File: src/rtl/riscv_crypto_share_masker_if.sv
// Handshake bundle for riscv_crypto_share_masker.
//   Input side : in_valid, in_ready, data_in (+ in_share_b when
//                RISCV_CRYPTO_MASK_REFRESH_EN is defined).
//   Output side: out_valid, out_ready, share_a, share_b.
//   slave modport = masker view, master modport = producer/consumer view.
interface riscv_crypto_share_masker_if;
  localparam int unsigned DATA_W = 32;

  logic              in_valid;
  logic              in_ready;
  logic [DATA_W-1:0] data_in;
`ifdef RISCV_CRYPTO_MASK_REFRESH_EN
  logic [DATA_W-1:0] in_share_b;
`endif
  logic              out_valid;
  logic              out_ready;
  logic [DATA_W-1:0] share_a;
  logic [DATA_W-1:0] share_b;

`ifdef RISCV_CRYPTO_MASK_REFRESH_EN
  modport slave (
    input  in_valid, data_in, in_share_b, out_ready,
    output in_ready, out_valid, share_a, share_b
  );
  modport master (
    output in_valid, data_in, in_share_b, out_ready,
    input  in_ready, out_valid, share_a, share_b
  );
`else
  modport slave (
    input  in_valid, data_in, out_ready,
    output in_ready, out_valid, share_a, share_b
  );
  modport master (
    output in_valid, data_in, out_ready,
    input  in_ready, out_valid, share_a, share_b
  );
`endif
endinterface

File: src/rtl/riscv_crypto_share_masker.sv
// Boolean masking front end: splits a word into share_a = data ^ m and
// share_b = m using a fresh mask m from a 32-bit Galois LFSR.
// Ports:
//   clk, reset      : clock, synchronous active-high reset
//   seed_valid/seed : reload LFSR (zero seed maps to RESET_SEED), restarts warm-up
//   busy            : high while warming up
//   bus (slave)     : in_valid/in_ready/data_in, out_valid/out_ready/share_a/share_b
// Optional: define RISCV_CRYPTO_MASK_REFRESH_EN to add bus.in_share_b; the
// block then re-masks an already-shared word (share_b = in_share_b ^ m).
module riscv_crypto_share_masker #(
  parameter logic [31:0] RESET_SEED    = 32'hACE1_2468,
  parameter int unsigned WARMUP_CYCLES = 16
) (
  input  logic        clk,
  input  logic        reset,
  input  logic        seed_valid,
  input  logic [31:0] seed,
  output logic        busy,
  riscv_crypto_share_masker_if.slave bus
);
  localparam int unsigned DATA_W = 32;
  localparam int unsigned CNT_W  = 8;
  localparam logic [DATA_W-1:0] TAPS = 32'h8020_0003;

  typedef enum logic {ST_WARMUP, ST_RUN} state_t;

  state_t            state;
  logic [CNT_W-1:0]  warm_cnt;
  logic [DATA_W-1:0] lfsr;
  logic [DATA_W-1:0] lfsr_next;
  logic              out_valid_q;
  logic [DATA_W-1:0] share_a_q;
  logic [DATA_W-1:0] share_b_q;
  logic [DATA_W-1:0] partner_share;
  logic              accept;

  // Galois right-shift step; a nonzero state never maps to zero.
  always_comb begin
    lfsr_next = {1'b0, lfsr[DATA_W-1:1]} ^ (lfsr[0] ? TAPS : '0);
  end

`ifdef RISCV_CRYPTO_MASK_REFRESH_EN
  assign partner_share = bus.in_share_b;
`else
  assign partner_share = '0;
`endif

  // Reseed takes priority over an accept in the same cycle.
  assign bus.in_ready  = (state == ST_RUN) && !seed_valid &&
                         (!out_valid_q || bus.out_ready);
  assign accept        = bus.in_valid && bus.in_ready;
  assign busy          = (state == ST_WARMUP);
  assign bus.out_valid = out_valid_q;
  assign bus.share_a   = share_a_q;
  assign bus.share_b   = share_b_q;

  // LFSR, warm-up FSM and single-entry output register.
  always_ff @(posedge clk) begin
    if (reset) begin
      lfsr        <= RESET_SEED;
      state       <= ST_WARMUP;
      warm_cnt    <= CNT_W'(WARMUP_CYCLES);
      out_valid_q <= 1'b0;
      share_a_q   <= '0;
      share_b_q   <= '0;
    end else begin
      if (seed_valid) begin
        lfsr     <= (seed == '0) ? RESET_SEED : seed;
        state    <= ST_WARMUP;
        warm_cnt <= CNT_W'(WARMUP_CYCLES);
      end else begin
        lfsr <= lfsr_next;
        case (state)
          ST_WARMUP: begin
            warm_cnt <= warm_cnt - CNT_W'(1);
            if (warm_cnt == CNT_W'(1)) state <= ST_RUN;
          end
          default: state <= ST_RUN;
        endcase
      end

      // Mask is the LFSR value current at acceptance; shares hold otherwise.
      if (accept) begin
        out_valid_q <= 1'b1;
        share_a_q   <= bus.data_in ^ lfsr;
        share_b_q   <= partner_share ^ lfsr;
      end else if (bus.out_ready) begin
        out_valid_q <= 1'b0;
      end
    end
  end
endmodule

File: src/flat_wrapper.sv
// flat-port wrapper written by rule: the top's interface ports become plain ports
module riscv_crypto_share_masker_flat 
#(
  parameter logic [31:0] RESET_SEED    = 32'hACE1_2468,
  parameter int unsigned WARMUP_CYCLES = 16
)
  (clk, reset, seed_valid, seed, busy, bus_in_valid, bus_data_in, bus_out_ready, bus_in_ready, bus_out_valid, bus_share_a, bus_share_b);
  riscv_crypto_share_masker_if bus_i ();
  input  logic clk;
  input  logic reset;
  input  logic seed_valid;
  input  logic [31:0] seed;
  output logic busy;
  input wire logic [$bits(bus_i.in_valid)-1:0] bus_in_valid;
  input wire logic [$bits(bus_i.data_in)-1:0] bus_data_in;
  input wire logic [$bits(bus_i.out_ready)-1:0] bus_out_ready;
  output wire logic [$bits(bus_i.in_ready)-1:0] bus_in_ready;
  output wire logic [$bits(bus_i.out_valid)-1:0] bus_out_valid;
  output wire logic [$bits(bus_i.share_a)-1:0] bus_share_a;
  output wire logic [$bits(bus_i.share_b)-1:0] bus_share_b;
  assign bus_i.in_valid = bus_in_valid;
  assign bus_i.data_in = bus_data_in;
  assign bus_i.out_ready = bus_out_ready;
  assign bus_in_ready = bus_i.in_ready;
  assign bus_out_valid = bus_i.out_valid;
  assign bus_share_a = bus_i.share_a;
  assign bus_share_b = bus_i.share_b;
  riscv_crypto_share_masker #(.RESET_SEED(RESET_SEED), .WARMUP_CYCLES(WARMUP_CYCLES)) u_core (.clk(clk), .reset(reset), .seed_valid(seed_valid), .seed(seed), .busy(busy), .bus(bus_i));
endmodule
File: config.mk
export PLATFORM = sky130hd
export DESIGN_NAME = riscv_crypto_share_masker_flat
export DESIGN_NICKNAME = d
export VERILOG_FILES = /design/src/rtl/riscv_crypto_share_masker_if.sv /design/src/rtl/riscv_crypto_share_masker.sv /design/src/flat_wrapper.sv
export SDC_FILE = /design/constraint.sdc
export NUM_CORES = 1
export LEC_CHECK = 0
export CORE_MARGIN = 2
export CORE_UTILIZATION = 46
export DETAILED_ROUTE_END_ITERATION = 10
export HOLD_SLACK_MARGIN = 0.03
export PLACE_DENSITY_LB_ADDON = 0.1
export SKIP_LAST_GASP = 1
export SYNTH_ARGS = -nofsm -noshare
export SYNTH_HDL_FRONTEND = slang
export SYNTH_SLANG_ARGS = --single-unit
File: constraint.sdc
create_clock -name clk -period 1.8 [get_ports clk]
set_input_delay 0.36 -clock clk [delete_from_list [all_inputs] [get_ports clk]]
set_output_delay 0.36 -clock clk [all_outputs]
set_load 0.02 [all_outputs]
=== Word-level counts from Yosys, hierarchy flattened ===
Cells that the tools add are included.

* Add/subtract/negate cells: 1
* Eq/ne operators: 1
* Mux-type cells: 7
* Bitwise operators: 3
* Reduce and logical (&&, ||, !) cells: 9

{| class="wikitable"
|+ Operators by type and width
! operator !! number
|-
| 32-bit 2-to-1 mux || 3
|-
| 32-bit zero test || 1
|-
| 31-bit by 32-bit bitwise XOR with 32-bit output || 1
|-
| 32-bit bitwise XOR || 1
|-
| 8-bit by 1-bit equality test with 1-bit output (second input constant) || 1
|-
| 8-bit by 1-bit subtractor with 8-bit output (second input constant) || 1
|-
| 1-bit 2-to-1 mux || 4
|-
| 1-bit logical AND || 3
|-
| 1-bit zero test || 2
|-
| 2-bit nonzero test || 1
|-
| 2-bit OR reduction || 1
|-
| 1-bit logical OR || 1
|-
| 1-bit inverter || 1
|}

* Register bits: 106
* Input port bits: 69
* Output and inout bits: 67

=== Longest topological paths before layout ===
* Word-level depth: 5
* Gate-level depth with buffers: 7
* Mapped depth without buffers: 6

=== Worst setup path before layout ===
No wires, ideal clock.

* Path kind: input to output
* Start point: in seed_valid
* End point: out bus_in_ready
* Arrival: 1.243 ns
* Data required time: 1.440 ns
* Slack: 0.197 ns
* Cell stages on the path: 3
* Buffers on the path: 2
* Cell sequence: clkbuf_1 > clkbuf_1 > nor3b_1

* Longest elaborated chain between the ends: 3

{| class="wikitable"
|+ RTL lines
! item !! RTL line !! RTL
|-
| start: declaration || flat_wrapper.sv:11 || <nowiki>input logic seed_valid;</nowiki>
|-
| 1-bit zero test || riscv_crypto_share_masker.sv:49 || <nowiki>assign bus.in_ready = (state == ST_RUN) && !seed_valid &&</nowiki>
|-
| 1-bit logical AND (2 in series) || riscv_crypto_share_masker.sv:49 ||
|-
| end: declaration || flat_wrapper.sv:17 || <nowiki>output wire logic [$bits(bus_i.in_ready)-1:0] bus_in_ready;</nowiki>
|}

No other way between the ends.

=== Worst setup path after layout ===
* Start point: reg u_core.state
* End point: out busy

* Longest elaborated chain between the ends: 1

{| class="wikitable"
|+ RTL lines
! item !! RTL line !! RTL
|-
| start: declaration || riscv_crypto_share_masker.sv:27 || <nowiki>state_t state;</nowiki>
|-
| start signal: assignment || riscv_crypto_share_masker.sv:61 || <nowiki>state <= ST_WARMUP;</nowiki>
|-
| start signal: assignment || riscv_crypto_share_masker.sv:69 || <nowiki>state <= ST_WARMUP;</nowiki>
|-
| start signal: assignment || riscv_crypto_share_masker.sv:76 || <nowiki>if (warm_cnt == CNT_W'(1)) state <= ST_RUN;</nowiki>
|-
| 1-bit inverter || riscv_crypto_share_masker.sv:52 || <nowiki>assign busy = (state == ST_WARMUP);</nowiki>
|-
| end: declaration || flat_wrapper.sv:13 || <nowiki>output logic busy;</nowiki>
|}

No other way between the ends.

==> summary.md <==
| Metric | Value |
|---|---|
| Routed Antenna Nets | 0 |
| Worst Path Arrival | 1.36 ns |
| Area contributors post-synth | dfxtp_1, xnor2_1, nand2_1, a21oi_1, nor2_1 |
| Period utilisation layout | 95.44% |
| Worst Tran Pin Value | 0.5406 ns |
| Vias in the first global route | 3474 |
| Final Critical Period | 1.718 ns |
| Slew HR | 63.63% |
| Inst Count DP | 709 |
| Initial antenna violation count | 0 |
| Placed wire-length estimate | 7224 um |
| Outcome | complete, no violations |
| Avg Vias per Cell | 5.021 |
| Slowest cell on crit path | clkdlybuf4s50_1 |
| Clock slew at reported path FFs | 0.09 ns |
| Synth warnings | 0 |
| Hold path start | reset |
| Worst r2r dst | u_core.warm_cnt[4] |
| Reg2Reg Depth | 5 |
| First-pass GRT wire length | 16630 um |
| CP Launch Type | flip-flop |
| Cell Chain, Critical Path | inv_1 -> clkdlybuf4s50_1 |
| Clock buffer count from CTS | 9 |
| Final Max Slew Viols | 0 |
| Number of port buffers | 135 |
| P&R area growth vs syn | 44.69% |
| Fin cells | 724 |
| Syn Inst Count | 466 |
| Die Footprint | 9789 um2 |
| CTS H-tree depth | 3 |
| Die W | 98.94 um |
| Static Leakage | 2.098 nW |
| Cell accounting for the most synthesized area | dfxtp_1 |
| Peak VDD IR | 408.1 uV |
| Post-CTS Setup Bufs | 0 |
| CTS root buffer | clkbuf_8 |
| Final Hold Fails | 0 |
| P per Cell Area | 741.6 nW/um2 |
| Reg-to-Reg Start | u_core.warm_cnt[0] |
| Syn Nets | 537 |
| Critical Path End Type | output pin |
| Core Footprint | 8721 um2 |
| Max-cap violations | 0 |
| Post-route core utilization | 68.79% |
| Diodes inserted | 0 |
| Pin count of the biggest net entering global routing | 72 |
| Yosys top cell area share | 51.18% |
| Cell area after synthesis | 4146 um2 |
| Min Hold Slack | 0.3669 ns |
| Crit Path Class | flip-flop to output pin |
| Vias | 3635 |
| Proportion of synthesized chip area in sequential cells | 51.18% |
| DRT iter0 DRCs | 86 |
| Initial Utilization | 47.55% |
| Clock Skew | 0.009554 ns |
| Synthesized area per cell | 8.898 um2 |
| CP max stage delay | 0.61 ns |
| Layout cells sized above 1 | 9.416% |
| FF/Latch Area | 2122 um2 |
| Remaining Overflow, GRT | 0 |
| Hold endpoint | u_core.warm_cnt[4] |
| GRT Overall Usage | 21.01% |
| Final layout net count | 683 |
| Worst path required time | 1.44 ns |
| Final setup vio count | 0 |
| Final RePlAce weighted congestion | 0.7666 |
| Die Ht | 98.94 um |
| Peak Freq | 582.1 MHz |
| CTS sink cnt | 106 |
| Clock latency on the worst-skew pair | 0.36 ns |
| # DRC | 0 |
| Clock tree buffer depth | 2 |
| IO Pins | 136 |
| Flop2flop setup slack | 0.22 ns |
| Power, Total | 4.449 mW |
| Final wirelength | 10150 um |
| DR pass1 iterations | 4 |
| Wirelength per Cell | 14.02 um |
| CTS tree | yes |
| Multi-input gate area | 1874 um2 |
| Yosys cell types | 26 |
| Layout fillers | 712 |
| Flop and latch count out of synthesis | 106 |
| Critical path peak fanout | 3 |
| RSZ-0062 raised after global routing | false |
| Hold-critical path depth | 3 |
| Post-CTS Hold Buffers | 0 |
| Tightest Hold Check Type | primary input to flip-flop |
| Placement Rows | 34 |
[synthesized netlist by cell type (all sizes together)]
cell type and count:
dfxtp 106, nand2 67, nor2 65, a21oi 50
xnor2 37, a211oi 32, clkbuf 24, mux2i 17
nor3b 14, nor3 13, buf 11, nor4 10
xor2 4, inv 3, ha 2, nand4 2
or2 2, and4b 1, nand2b 1, nand3 1
nand4b 1, nor2b 1, or3b 1, or4b 1
[state kept, by name, summed over array words and instances, names as in the netlist]
signal / count
u_core.bus.share_a: 32
u_core.bus.share_b: 32
u_core.lfsr: 32
u_core.warm_cnt: 8
u_core.bus.out_valid: 1
u_core.state: 1
[critical path: cells and delay by family (launching register included)]
kind	cells	cell delay (ns)
buffers and inverters	2	0.69
flip-flops	1	0.32
[worst max path at each step]
stage	start	to	slack, ns
finish	u_core.state	busy	0.08
global route	u_core.state	busy	0.009
CTS	bus_out_ready	bus_in_ready	0.004
detailed placement	seed[28]	u_core.lfsr[3]	-0.39
global placement	seed[16]	u_core.lfsr[27]	-0.39
floorplan	seed_valid	bus_in_ready	0.20
[power breakdown]
group	switching (mW)	leakage (nW)	internal, mW
sequential	0.0755	0.864	2.41
combinational	0.198	1.14	0.312
clock	0.774	0.0958	0.678
total	1.05	2.10	3.40
[kinds of logic after synthesis]
logic type	count (synthesis)	share of synthesized area, %
flops	106	51.18
mux	17	4.104
fa+ha+maj	2	0.6034
simple gates	180	19.70
xor+xnor	41	8.660
buf+inv	38	3.923
compound gates	82	11.83
[cells in the final DEF, fill, tap and decap left out, drive strengths merged, types with 2 or more instances in the layout]
cell           count
a21oi             50
ha                 2
a211oi            32
xnor2             37
nor3b             14
nor2              65
nor3              13
dfxtp            106
inv                4
mux2i             17
nor4              10
xor2               4
clkbuf            12
or2                2
buf               37
nand4              2
nand2             67
clkdlybuf4s50    132
[stage by stage]
step                instance area (um2)  setup TNS [ns]  setup slack (ns)
floorplan                          4146               0            0.1969
detailed placement                 5803          -8.815           -0.3854
CTS                                5997               0          0.004466
global route                       6000               0          0.008557
finish                             6000               0           0.08201
global placement                   5803          -8.135           -0.3854
[final cells by class]
class                      instances  area share (%)
clock buffer                      11           2.357
clock inverter                     4          0.8551
inverter                           3          0.1877
multi-input combinational        322           31.24
sequential                       106           35.37
tap                              108           2.252
timing repair buffer             170           27.74
[repair_timing]
| item | 4_1_cts | 5_1_grt |
|---|---|---|
| cloned | 0 | 0 |
| gates resized for setup | 2 | 4 |
| endpoints found under the setup margin | 5 | 7 |
[layer usage]
| layer | global-route usage, % | up-vias | routed length (um) | share of wire, % |
|---|---|---|---|---|
| li1 | - | 1860 | - | - |
| met1 | 27.22 | 1656 | 4630 | 46 |
| met2 | 33.78 | 103 | 4690 | 46 |
| met3 | 6.950 | 16 | 697 | 6.9 |
| met4 | 5.585 | 0 | 136 | 1.3 |
| met5 | 0 | - | 0 | 0 |
No activity file was read; power rests on OpenSTA's default activity.
